==> src/rtl/fetch_sequencer.sv <==
// Purpose: program counter, fetch register, fetch/execute phase and C/Z flags feeding the decoder.
// Latency: a ROM byte presented during FETCH lands on instr/oprnd one edge later, with phase=1.
// Backpressure: enable=0 freezes all state and ignores every strobe; reset overrides enable.
//
// Ports:
//   clock, reset         rising-edge clock, synchronous active-high reset
//   enable               global advance qualifier
//   program_byte         combinational ROM data at address pc ({instr, oprnd})
//   inc_pc, load_pc      PC strobes from the decoder (load wins over increment)
//   load_addr            jump target
//   flags_we, c_in, z_in flag write strobe and ALU carry/zero
//   pc                   ROM address
//   instr, oprnd         captured opcode and operand
//   c_flag, z_flag       registered flags
//   phase                0 = fetch, 1 = execute
//   decode_in            {instr, c_flag, z_flag, phase}, a pure concat of registers
module fetch_sequencer #(
  parameter int PC_W = 12
) (
  input  logic            clock,
  input  logic            reset,
  input  logic            enable,
  input  logic [7:0]      program_byte,
  input  logic            inc_pc,
  input  logic            load_pc,
  input  logic [PC_W-1:0] load_addr,
  input  logic            flags_we,
  input  logic            c_in,
  input  logic            z_in,
  output logic [PC_W-1:0] pc,
  output logic [3:0]      instr,
  output logic [3:0]      oprnd,
  output logic            c_flag,
  output logic            z_flag,
  output logic            phase,
  output logic [6:0]      decode_in
);

  typedef enum logic {
    FETCH   = 1'b0,
    EXECUTE = 1'b1
  } state_t;

  state_t state;

  always_ff @(posedge clock) begin
    if (reset) begin
      state  <= FETCH;
      pc     <= '0;
      instr  <= 4'h0;
      oprnd  <= 4'h0;
      c_flag <= 1'b0;
      z_flag <= 1'b0;
    end else if (enable) begin
      // Strobes are only looked at under enable, so garbage on them while
      // frozen cannot reach the state.
      case (state)
        FETCH: begin
          {instr, oprnd} <= program_byte;
          state          <= EXECUTE;
        end
        default: begin
          state <= FETCH;
        end
      endcase

      // PC strobes act in either phase; the increment wraps naturally at PC_W bits.
      if (load_pc) begin
        pc <= load_addr;
      end else if (inc_pc) begin
        pc <= pc + 1'b1;
      end

      if (flags_we) begin
        c_flag <= c_in;
        z_flag <= z_in;
      end
    end
  end

  assign phase     = (state == EXECUTE);
  assign decode_in = {instr, c_flag, z_flag, phase};

endmodule

==> config.mk <==
export PLATFORM = sky130hd
export DESIGN_NAME = fetch_sequencer
export DESIGN_NICKNAME = d
export VERILOG_FILES = /design/src/rtl/fetch_sequencer.sv
export SDC_FILE = /design/constraint.sdc
export NUM_CORES = 1
export LEC_CHECK = 0
export ABC_AREA = 0
export CORE_MARGIN = 2
export CORE_UTILIZATION = 40
export CTS_CLUSTER_SIZE = 10
export DETAILED_ROUTE_END_ITERATION = 8
export PLACE_DENSITY = 0.79
export SLEW_MARGIN = 20
export SYNTH_ARGS = -nofsm -noshare
export SYNTH_HDL_FRONTEND = slang
export SYNTH_SLANG_ARGS = --single-unit
==> constraint.sdc <==
create_clock -name clock -period 1.9 [get_ports clock]
set_input_delay 0.57 -clock clock [delete_from_list [all_inputs] [get_ports clock]]
set_output_delay 0.57 -clock clock [all_outputs]
set_load 0.02 [all_outputs]
* After elaboration in Yosys (flattened, before gate mapping)
Index checks and enable logic that the tools add are counted.
Storage, ports and cells: word-level logic and storage cells 15, input port bits 28, bits in registers 23, output and inout bits 30
Cells by class: muxes and demuxes 3, bitwise gates (word level) 1, reduce and logical (&&, ||, !) cells 4, add/sub/neg operators 1
Operators with widths (number):
- 12-bit 2-to-1 mux | 2
- 12-bit by 1-bit adder with 12-bit output, second input constant | 1
- 2-bit AND reduction | 3
- 2-bit nonzero test | 1
- 1-bit 2-to-1 mux | 1
- 1-bit NOT | 1

* Logic depth before layout (Yosys ltp)
depth in word-level cells 3, mapped depth 6, gate-level depth less buffers 5

* Worst setup path after synthesis
Ideal clock, no wire load.
path kind reg-to-reg, start register pc[2], end register pc[11], stages on the path, launching flop included 5, period minus slack after synthesis 1832 ps, setup time 74 ps, path slack 68 ps, arrival 1758 ps, path buffers 0, required time 1826 ps, path through dfxtp_1 -> nand4_2 -> or4_1 -> or4_1 -> a31oi_1
Between the ends: cells in the longest elaborated chain, start to end 3
RTL lines:
- start: declaration | RTL line 30 | output logic [PC_W-1:0] pc,
- start signal: assignment | RTL line 69 | pc <= load_addr;
- start signal: assignment | RTL line 71 | pc <= pc + 1'b1;
- 12-bit by 1-bit adder with 12-bit output | RTL line 71
- 12-bit 2-to-1 mux | RTL line 70 | end else if (inc_pc) begin
- 12-bit 2-to-1 mux | RTL line 68 | if (load_pc) begin
No other way between the ends. The select of a mux whose other input is x is not followed. A chain may end at the register's enable or synchronous reset.

* Worst setup path after layout
start register z_flag, end output decode_in[1]
RTL lines:
- start: declaration | RTL line 34 | output logic z_flag,
- start signal: assignment | RTL line 76 | z_flag <= z_in;
- end: declaration | RTL line 36 | output logic [6:0] decode_in
No word-level cell between the ends.

==> impl_metrics.ini <==
[clocking]
cts_tree = done
cts.sinks = 23
clockBufferDepth = 2
clock_latency_ns = 0.32
cts_root_buffer = clkbuf_4
cts_hold_buffers = 0
cts.htree.levels = 1
cts_buffers = 3
path_clk_slew_ns = 0.13

[logic_synthesis]
synth_top_area_cell = dfxtp_1
seq_area_frac_synth = 0.379
netlist.area_leader.share = 0.379
synth_flop_cell = dfxtp_1
yosysMostFrequentCell = nand2_1
async_flop_share = 0
synth-edff-count = 0
synth_cell_types = 38
synth_warnings = 0
syn-instance-count = 153
synth_common_cells = nand2_1 (28), dfxtp_1 (23), a21oi_1 (18), buf_4 (9)
syn_avg_cell_area_sq_um = 7.94
ys_ff_latch = 23
yosys-top-cells-area = dfxtp_1 (38%), nand2_1 (8.7%), a21oi_1 (7.4%)
syn_nets = 182
synth.cell_area_sq_um = 1210

[global_route]
antenna_found_initial = 0
grt-ovfl-total = 0
grt.total_usage = 0.209
grt_pass1_wl_microns = 5740
grt_max_degree = 20
grt_pass1_vias = 1327

[timing]
skew_ns = 0.00279
tightest_slew_ns = 0.379
final_hold_viol_count = 0
fin_crit_ns = 1.86
relSlewSlack = 0.745
fmax_mhz = 536
layout_worst_path_cycle_share = 0.981
fin_tns_setup_ns = 0
setup_ws_ns = 0.0358
whs_ns = 0.465
drv_slew = 0
setup_viol_count_final = 0

[route]
routed_via_density = 5.56
wl_met1_microns = 1500
met3_length_microns = 293
wl_microns = 3580
drcViolationCount = 0
top_layer = met4
met2_wirelength_microns = 1740
num_vias = 1363
final_antenna_net_count = 0
drtIter0Drc = 39
wl_per_cell_microns = 14.6
firstDrtPassIters = 4

[final_layout]
drive_above_1_share = 0.131
n_antenna_cell = 0
final_nets = 244
area_delta_synth_final_pct = 56.2
num-fill-cells = 251

[power_and_ir_drop]
ir_drop_v = 0.000359
leakagePower_uw = 0.000961
powerDensity_nw_per_um2 = 566
total_power_uw = 1070

[floorplanning]
die_area_sq_um = 3490
core.rowCount = 19
dieHeight_microns = 59.1
start_util = 0.429
core_area_sq_um = 2830
die_w_microns = 59.1
top_level_ports = 58

[placement]
gp_congestion = 0.846
dp_slack_ns = -0.140
io_buffers = 57
dp_hpwl_microns = 2710

[critical_path]
cp_slowest_cell = clkdlybuf4s50_1
arrival_ns = 1.29
cp.required_ns = 1.33
cp_max_fo = 3
crit_type = reg -> out
crit_chain = clkdlybuf4s50_1
worst_setup_path_end_kind = output pin
path_delay_family = buffers and inverters
crit_path_start_kind = register
cpPeakStageDelay_ns = 0.61
critPathBufInv = 1

[outcome]
outcome = finished, final reports clean

[flow_run]
drv_cap = 0

[hold_path]
hold_class = reg -> reg
## where the power goes
part	total (uW)	leakage, uW	internal, uW	switching [uW]
sequential	543	0.000189	512	31.2
combinational	297	0.000754	155	142
clock	234	0.0000177	79.0	155
## area by class of cell
type,count,area [sq um],share of cell area
flip-flops and latches,23,462,0.243
clock buffers,3,22.5,0.0119
multi-input cells,110,636,0.335
well taps,31,38.8,0.0204
inverters,3,11.3,0.00593
clock inverters,1,5.00,0.00264
repair buffers,74,723,0.381
## cell usage in the layout (no fill, tap or decap), drive strengths merged, types with 4 or more instances in the layout
| cell | instances |
|---|---|
| nand2 | 28 |
| buf | 17 |
| dlygate4sd2 | 14 |
| nor2 | 4 |
| clkdlybuf4s50 | 31 |
| nand3 | 7 |
| dlymetal6s2s | 12 |
| a31oi | 5 |
| o21ai | 5 |
| dfxtp | 23 |
| nand4 | 4 |
| nand2b | 4 |
| a21oi | 18 |
## stage by stage
stage               instance area, sq um   util  instances
floorplan                           1210      -        153
global placement                    1860  0.656        241
detailed placement                  1860  0.656        241
CTS                                 1870  0.660        245
global route                        1900  0.671        245
finish                              1900  0.671        245
## final timing paths
kind	startpoint	end	slack [ns]	cells after the start
max	z_flag	decode_in[1]	0.04	1
max reg2reg	pc[7]	pc[11]	0.10	4
min reg2reg	oprnd[1]	oprnd[1]	0.47	2
min	oprnd[1]	oprnd[1]	0.47	2
## sequential cells by signal (all words and copies together), names as in the netlist
register / flops
z_flag: 1
pc: 12
phase: 1
instr: 4
oprnd: 4
c_flag: 1
## tightest hold or removal path: cells and delay by family, from the launching register on
| family | cells | cell delay [ns] |
|---|---|---|
| AND/OR/NAND/NOR | 1 | 0.05 |
| flip-flops | 1 | 0.33 |
| AO/OA/AOI/OAI | 1 | 0.05 |
## repair_timing
action | CTS | global route
hold endpoints to repair | 0 | 0
gates resized for setup | 14 | 13
setup endpoints to repair | 14 | 14
setup buffers | 0 | 0
## logic make-up (layout without fill, tap and decap cells)
kind of cell             count (synthesis)  in the layout  share of synthesized area
flip-flops                              23             23                      0.379
buffers and inverters                   20             81                     0.0978
AND/OR/NAND/NOR                         63             63                      0.265
AO/OA/AOI/OAI                           43             43                      0.223
adder cells (fa/ha/maj)                  1              1                     0.0103
multiplexers                             3              3                     0.0247
## per-layer routing
metal,track usage,vias up
li1,-,673
met1,0.264,617
met2,0.367,69
met3,0.0371,4
met4,0.0519,0
met5,0,-
Power figures use the tool's default switching activity.
